`src/rtl/vec_len_pkg.sv`:
```
// vec_len_pkg: shared widths and FSM state type for the vector-length datapath
package vec_len_pkg;
    localparam int VEC_W = 16;
    localparam int SQ_W  = 2 * VEC_W;
    typedef enum logic [1:0] {IDLE, SQ_X, SQ_Y, DONE} state_t;
endpackage

```
`src/rtl/seq_sq_acc.sv`:
```
// seq_sq_acc: one-bit-per-cycle shift-add squaring step into an external accumulator
module seq_sq_acc
    import vec_len_pkg::*;
#(
    parameter int W = VEC_W
) (
    input  logic           clk,
    input  logic           rstn,
    input  logic           load_i,
    input  logic           step_i,
    input  logic [W-1:0]   mag_i,
    input  logic [2*W-1:0] acc_i,
    output logic [2*W-1:0] acc_o,
    output logic           last_o
);
    localparam int CW = $clog2(W);

    logic [W-1:0]  mag_q;
    logic [CW-1:0] cnt_q;

    always_ff @(posedge clk or negedge rstn) begin
        if (!rstn) begin
            mag_q <= '0;
            cnt_q <= '0;
        end else if (load_i) begin
            mag_q <= mag_i;
            cnt_q <= '0;
        end else if (step_i) begin
            cnt_q <= cnt_q + 1'b1;
        end
    end

    assign acc_o  = mag_q[cnt_q] ? acc_i + ({{W{1'b0}}, mag_q} << cnt_q) : acc_i;
    assign last_o = cnt_q == CW'(W - 1);
endmodule

```
`src/rtl/vec_sq_sum.sv`:
```
// vec_sq_sum: sequential x^2 + y^2 front end feeding sqrt32, one shared squaring core
module vec_sq_sum
    import vec_len_pkg::*;
#(
    parameter int W = VEC_W
) (
    input  logic           clk,
    input  logic           rstn,
    input  logic           in_valid,
    output logic           in_ready,
    input  logic [W-1:0]   x_in,
    input  logic [W-1:0]   y_in,
    output logic           data_rdy,
    output logic [2*W-1:0] xin,
    input  logic           out_ack
);
    state_t         state_q, state_d;
    logic [2*W-1:0] acc_q, acc_d, xin_q, xin_d, acc_nx;
    logic [W-1:0]   mag_y_q, mag_y_d, mag_x, mag_y, ld_mag;
    logic           rdy_q, load, step, last, accept;

    // Two's complement negate in W bits maps -2^(W-1) onto 2^(W-1) unsigned
    assign mag_x    = x_in[W-1] ? W'(-x_in) : x_in;
    assign mag_y    = y_in[W-1] ? W'(-y_in) : y_in;
    assign in_ready = (state_q == IDLE) | ((state_q == DONE) & out_ack);
    assign accept   = in_valid & in_ready;
    assign data_rdy = rdy_q;
    assign xin      = xin_q;

    seq_sq_acc #(.W(W)) u_sq (
        .clk    (clk),
        .rstn   (rstn),
        .load_i (load),
        .step_i (step),
        .mag_i  (ld_mag),
        .acc_i  (acc_q),
        .acc_o  (acc_nx),
        .last_o (last)
    );

    always_comb begin
        state_d = state_q;
        acc_d   = acc_q;
        mag_y_d = mag_y_q;
        xin_d   = xin_q;
        load    = 1'b0;
        step    = 1'b0;
        ld_mag  = mag_x;
        if (accept) begin
            state_d = SQ_X;
            acc_d   = '0;
            mag_y_d = mag_y;
            load    = 1'b1;
        end else if (state_q == SQ_X) begin
            step  = 1'b1;
            acc_d = acc_nx;
            if (last) begin
                state_d = SQ_Y;
                load    = 1'b1;
                ld_mag  = mag_y_q;
            end
        end else if (state_q == SQ_Y) begin
            step  = 1'b1;
            acc_d = acc_nx;
            if (last) begin
                state_d = DONE;
                xin_d   = acc_nx;
            end
        end else if (state_q == DONE && out_ack) begin
            state_d = IDLE;
        end
    end

    always_ff @(posedge clk or negedge rstn) begin
        if (!rstn) begin
            state_q <= IDLE;
            acc_q   <= '0;
            mag_y_q <= '0;
            xin_q   <= '0;
            rdy_q   <= 1'b0;
        end else begin
            state_q <= state_d;
            acc_q   <= acc_d;
            mag_y_q <= mag_y_d;
            xin_q   <= xin_d;
            rdy_q   <= state_d == DONE;
        end
    end
endmodule

```
`config.mk`:
```
export PLATFORM = sky130hd
export DESIGN_NAME = vec_sq_sum
export DESIGN_NICKNAME = d
export VERILOG_FILES = /design/src/rtl/vec_len_pkg.sv /design/src/rtl/seq_sq_acc.sv /design/src/rtl/vec_sq_sum.sv
export SDC_FILE = /design/constraint.sdc
export NUM_CORES = 1
export LEC_CHECK = 0
export ABC_AREA = 1
export ABC_CLOCK_PERIOD_IN_PS = 8200
export BUFFER_PORTS_ARGS = -buffer_cell sky130_fd_sc_hd__buf_2
export CAP_MARGIN = 10
export CORE_UTILIZATION = 25
export DETAILED_ROUTE_END_ITERATION = 16
export GPL_ROUTABILITY_DRIVEN = 0
export PLACE_DENSITY = 0.46
export SETUP_SLACK_MARGIN = 0.1
export SYNTH_ARGS = -nofsm -noshare
export SYNTH_HDL_FRONTEND = slang
export SYNTH_SLANG_ARGS = --single-unit
export TNS_END_PERCENT = 50
```
`constraint.sdc`:
```
create_clock -name clk -period 8.2 [get_ports clk]
set_input_delay 0 -clock clk [delete_from_list [all_inputs] [get_ports clk]]
set_output_delay 0 -clock clk [all_outputs]
set_load 0.02 [all_outputs]
```
## Word level (Yosys, flattened, before mapping)

Index checks and enable logic that the tools add are counted.

| operators by class | value |
|---|---|
| add/subtract/negate cells | 4 |
| order comparisons | 1 |
| eq/ne operators | 5 |
| shift operators | 1 |
| multiplexer cells | 25 |
| bitwise operators | 5 |
| reduce and logical (&&, ||, !) cells | 5 |

Operator list:

| cell | count |
|---|---|
| 32-bit two-way mux | 4 |
| 16-bit two-way mux | 5 |
| 32-bit adder | 1 |
| 16-bit negator | 2 |
| 16-bit by 4-bit << shifter with 32-bit output | 1 |
| 2-bit two-way mux | 6 |
| 4-bit two-way mux | 2 |
| 1-bit two-way mux | 7 |
| 2-bit == test (second input constant) | 3 |
| 4-bit by 5-bit less-than comparator with 1-bit output (second input constant) | 1 |
| 4-bit by 1-bit adder with 4-bit output (second input constant) | 1 |
| 1-bit binary-select mux with 4-bit select | 1 |
| 4-bit == test (second input constant) | 1 |
| 4-bit AND reduction | 1 |
| 3-bit nonzero test | 1 |
| 1-bit AND | 2 |
| 2-bit by 1-bit == test with 1-bit output (second input constant) | 1 |
| 2-bit logical NOT | 1 |
| 1-bit inverter | 2 |
| 2-bit nonzero test | 1 |
| 1-bit logical AND | 1 |
| 1-bit OR | 1 |

| storage, ports and cells | value |
|---|---|
| flip-flop bits (word level) | 103 |
| input bits | 36 |
| logic and storage cells | 53 |

## Longest topological paths before layout

| logic depth | value |
|---|---|
| depth in word-level cells | 7 |
| gate-level depth with buffers | 26 |

## By module

From an unflattened synthesis, not the netlist that was laid out.

| second synthesis, totals | value |
|---|---|
| cells, all modules | 1404 |
| area total of the unflattened synthesis | 8951.1 um^2 |

Modules (own cells, without submodules):

| module | instances | cells an instance | area each (um^2) |
|---|---|---|---|
| vec_sq_sum | 1 | 560 | 4563.1 |
| seq_sq_acc | 1 | 844 | 4388.0 |

## Worst setup path before layout

OpenSTA, ideal clock, no wires.

| path | value |
|---|---|
| kind | register to register |
| start | register u_sq.cnt_q[0] |
| end | register acc_q[15] |
| library setup time | 117 ps |
| arrival time | 2671 ps |
| required time | 8083 ps |
| slack | 5412 ps |
| cell stages (with the launch flop) | 22 |
| buffers on the path | 3 |
| cell sequence | dfrtp_1 buf_6 buf_6 buf_2 nand2_1 o21ai_0 o21ai_0 inv_1 o21ai_0 mux2i_1 ha_1 nand2_1 inv_1 nand2_1 nand2_1 a21oi_1 nand2_1 or2_2 nand3_1 nand2_1 nand2_1 nand2_1 |

| between the ends | value |
|---|---|
| longest elaborated chain between the ends | 6 |
| elaborated cells on any way between the ends | 8 |
| classes of those cells | 1 x add/sub; 1 x shift; 6 x mux |

RTL lines:

| what | RTL line | RTL |
|---|---|---|
| from (decl) | seq_sq_acc.sv:19 | `logic [CW-1:0] cnt_q;` |
| from (signal assigned) | seq_sq_acc.sv:29 | `cnt_q <= cnt_q + 1'b1;` |
| 16-bit by 4-bit << shifter with 32-bit output or 1-bit binary-select mux with 4-bit select (tied branches) | seq_sq_acc.sv:33 | `assign acc_o = mag_q[cnt_q] ? acc_i + ({{W{1'b0}}, mag_q} << cnt_q) : acc_i;` |
| 32-bit adder or 1-bit two-way mux (tied branches) | seq_sq_acc.sv:33 |  |
| 32-bit two-way mux (*) | seq_sq_acc.sv:33 |  |
| 32-bit two-way mux | vec_sq_sum.sv:62 | `end else if (state_q == SQ_Y) begin` |
| 32-bit two-way mux (*) | vec_sq_sum.sv:54 | `end else if (state_q == SQ_X) begin` |
| 32-bit two-way mux (*) | vec_sq_sum.sv:49 | `if (accept) begin` |
| to (signal assigned) | vec_sq_sum.sv:77 | `acc_q <= '0;` |
| to (signal assigned) | vec_sq_sum.sv:83 | `acc_q <= acc_d;` |
| to (decl) | vec_sq_sum.sv:18 | `logic [2*W-1:0] acc_q, acc_d, xin_q, xin_d, acc_nx;` |

Mark *: on every way between the ends. The rest lies on a longest branch, timed or not. The select of a mux whose other input is x is not followed.
A chain may end at the register's enable or synchronous reset.

## Final worst setup path

| path | value |
|---|---|
| start | register u_sq.cnt_q[0] |
| end | register xin_q[29], in the netlist xin[29] |

| between the ends | value |
|---|---|
| longest elaborated chain between the ends | 3 |
| elaborated cells on any way between the ends | 7 |
| classes of those cells | 1 x add/sub; 1 x eq/ne; 1 x shift; 3 x mux; 1 x reduce/logical |

RTL lines:

| what | RTL line | RTL |
|---|---|---|
| 16-bit by 4-bit << shifter with 32-bit output or 1-bit binary-select mux with 4-bit select (tied branches) | seq_sq_acc.sv:33 |  |
| 32-bit adder or 1-bit two-way mux (tied branches) | seq_sq_acc.sv:33 |  |
| 32-bit two-way mux | seq_sq_acc.sv:33 |  |
| to (signal assigned) | vec_sq_sum.sv:85 | `xin_q <= xin_d;` |
| to (decl) | vec_sq_sum.sv:18 |  |

Several ways; a longest one is shown, not always the timed one. The select of a mux whose other input is x is not followed.

==> results.cfg <==
[run_status]
outcome = finished, final reports clean

[timing]
period_share_pct = 47.3
tightest_slew_ns = 0.885
post-route-min-period_ns = 3.88
final-max-slew-violation-count = 0
setup_viol = 0
fmax_mhz = 258
hold_viol_final = 0
rsz0062_at_grt = false
fin_skew_ns = 0.0146
tns_ns = 0
max_slew_margin_pct = 40.7

[synth]
yosys.area_share.adder_pct = 5.99
synth_cells = 1312
yosys_register_bits = 103
yosys_warnings = 0
syn-num-nets = 1387
syn-cell-area_mm2 = 0.00827
synth_top_family_by_area = simple AND/OR/NAND/NOR gates
synth.distinct_cells = 42
yosys-top-cells-area = sky130_fd_sc_hd__dfrtp_1 31%, sky130_fd_sc_hd__nand2_1 22%, sky130_fd_sc_hd__inv_1 7.6%, sky130_fd_sc_hd__nand3_1 6.2%, sky130_fd_sc_hd__ha_1 5.7%
complex_gate_fraction_of_the_synthesized_area_pct = 11.4
simple_gate_share_of_the_synthesized_area_pct = 38.3
synthDominantCellAreaShare_pct = 31.2
postSynthAreaPerCell_um2 = 6.30
muxShareOfSynthArea_pct = 0.363
netlist.top_cell.by_area = sky130_fd_sc_hd__dfrtp_1
synthXorXnorAreaFrac_pct = 2.01
synth_seq_area_share_pct = 31.2

[die]
num_rows = 66
floorplan.die_area_mm2 = 0.0338
fp.coreArea_mm2 = 0.0325
die_x_um = 184
die_h_um = 184
initial_core_utilization_pct = 25.4
number_of_placed_i_o_pins = 70

[global_routing]
grt_max_degree = 63
grt_pass1_vias = 7892
grt.overflow.total = 0
grt_antenna_before_repair = 0
global_route_wire_length_before_repair_mm = 42.8
grt_util_all_layers_pct = 16.2

[critical_path]
worstPathRequired_ns = 8.45
crit_slowest_cell = sky130_fd_sc_hd__dfrtp_1
cp_delay_by_family_top = simple AND/OR/NAND/NOR gates
crit-reg2reg-capture = xin[29]
worst_reg2reg_path_length_in_cells = 20
crit_arrival_ns = 4.13
worst_setup_path_startpoint = u_sq.cnt_q[0]
path_max_fanout = 27
critPathCaptureType = flop
setup.worst_path.start_class = flop
crit_chain = inv_4 -> nand2_1 -> o21ai_0 -> o21ai_0 -> nand2_1 -> nand3_1 -> o21ai_0 -> ha_1 -> nand2_1 -> inv_1 -> nand2_1 -> nand2_1 -> nand2_1 -> nand2_1 -> a21oi_1 -> nand2_1 -> nand2_1 -> nand3_1 -> nand3_1 -> nand2_1
timing.critical_path.slowest_cell_delay_ns = 0.86
worstPathBufferInverterCount = 2
r2r_slack_ns = 4.32
crit_type = flop to flop
worst_r2r_startpoint = u_sq.cnt_q[0]
path_common_cell = sky130_fd_sc_hd__nand2_1

[cts]
clkSinkCount = 103
root_buffer = sky130_fd_sc_hd__clkbuf_16
cts.clk_slew.worst_paths_ns = 0.09
cts_buffer_depth = 2
cts-buffers-inserted = 9
tritoncts = yes
clock_insertion_delay_worst_skew_ns = 0.37
clock_tree.htree_level_count = 3
postCtsSetupRepairBufs = 0

[power_and_ir_drop]
total_leakage_power_uw = 0.00514
seqPwrFrac_pct = 19.9
worst_ir_drop_vdd_uv = 187
combinationalPowerShare_pct = 69.6
net-switching-power_uw = 2470
p_total_uw = 4360
clkPwrFrac_pct = 10.5
power.density_mw_per_mm2 = 460
switching_share_pct = 56.5
cellInternalPower_uw = 1900

[layout]
highest_count_cells_in_the_layout_ignoring_fill_and_taps = 483 x sky130_fd_sc_hd__nand2_1, 168 x sky130_fd_sc_hd__inv_1, 106 x sky130_fd_sc_hd__nor2_1
syn2layout_area_growth_pct = 14.8
final_layout_size_suffix_gt1_share_pct = 8.69
final_area_mm2 = 0.00949
design.final.nets = 1451
antenna-diode-count = 0
most_common_cell_after_layout_fill_and_taps_aside = sky130_fd_sc_hd__nand2_1

[min_path]
whs_endpoint = mag_y_q[2]
worstHoldStart = y_in[2]
hold_path_cells = 3
hold_crit_class = input port to flop

[placed_design]
detailed_place.area_mm2 = 0.00899
port_buffers = 69
detailed_placer_s_ending_hpwl_mm = 20.3

[routing]
number_of_drc_markers_in_iteration_0 = 521
viasPerCell = 4.51
wl_per_cell_um = 14.5
first_pass_iters = 5
ant_nets = 0
post-route-drc-count = 0
route.final.wire_length_mm = 26.3
route.vias.total = 8216

[run]
number_of_maximum_capacitance_violations = 0
-- tightest hold or removal path: cells and delay by family --
kind	cells	cell delay [ns]
compound gates	1	0.14
xor+xnor	1	0.07
buf+inv	1	0.12
-- sequential cells by signal (all words and copies together) (netlist names) --
| name | flops |
|---|---|
| acc_q | 32 |
| data_rdy | 1 |
| mag_y_q | 16 |
| state_q | 2 |
| u_sq.cnt_q | 4 |
| u_sq.mag_q | 16 |
| xin | 32 |
-- timing repair --
item	4_1_cts	5_1_grt
hold buffers	20	0
hold endpoints to repair	61	0
resized for setup	0	0
endpoints found under the setup margin	0	0
-- power by group through the flow --
stage | Clock (µW) | Sequential [µW] | Combinational [µW]
after global placement | 0 | 872 | 3020
after CTS | 473 | 866 | 3050
after global routing | 486 | 897 | 3470
final | 458 | 867 | 3040
after detailed placement | 0 | 874 | 3030
after floorplan | 0 | 785 | 2350
-- per-stage QoR --
step	hold slack, ns	util (%)	setup slack, ns	instances
after floorplan	-0.296	-	5.41	1312
after global placement	0.0529	27.6	4.35	1787
after detailed placement	0.0569	27.6	4.35	1787
after CTS	0.00201	29.2	4.34	1823
after global routing	0.0298	29.2	3.90	1823
final	0.00114	29.2	4.32	1823
-- per-layer routing --
metal / vias to the layer above / share of wire, % / global-route usage, %
li1: 4286 / - / -
met1: 3778 / 50 / 22.5
met2: 137 / 45 / 26.7
met3: 15 / 3.3 / 2.12
met4: 0 / 1.0 / 3.17
met5: - / 0 / 0
-- Yosys cell counts (all sizes together) --
cell type,n
nand2,488
inv,173
nor2,111
nand3,106
dfrtp,103
o21ai,103
ha,38
a21oi,29
or2,24
buf,21
clkbuf,21
nor3,14
xor2,14
a31oi,9
nand4,9
o211ai,8
o221ai,7
nand3b,5
o21bai,5
o22ai,5
xnor2,5
clkinv,3
mux2i,3
a21o,2
nor4,2
a21boi,1
a32o,1
fa,1
nor3b,1
-- logic make-up (layout without fill, tap and decap cells) --
group | Yosys count | after routing
buffers and inverters | 218 | 287
multiplexers | 3 | 3
AND/OR/NAND/NOR | 760 | 760
AO/OA/AOI/OAI | 170 | 170
XOR/XNOR | 19 | 19
flip-flops | 103 | 103
adder cells (fa/ha/maj) | 39 | 39
-- worst max-delay path by stage --
stage          slack (ns)        end  cells after the start
2_1_floorplan        5.41  acc_q[15]                     21
3_3_place_gp         4.35    xin[29]                     20
3_5_place_dp         4.35    xin[29]                     20
4_1_cts              4.34    xin[29]                     20
5_1_grt              3.90    xin[21]                     21
6_report             4.32    xin[29]                     20
-- area by class of cell --
| cell class | count | area, µm² |
|---|---|---|
| Clock buffer | 10 | 239 |
| Clock inverter | 6 | 62.6 |
| Fill cell | 3720 | 23000 |
| Inverter | 176 | 663 |
| Multi-Input combinational cell | 991 | 4800 |
| Sequential cell | 103 | 2580 |
| Tap cell | 442 | 553 |
| Timing Repair Buffer | 95 | 593 |
(Power assumes the default switching activity.)
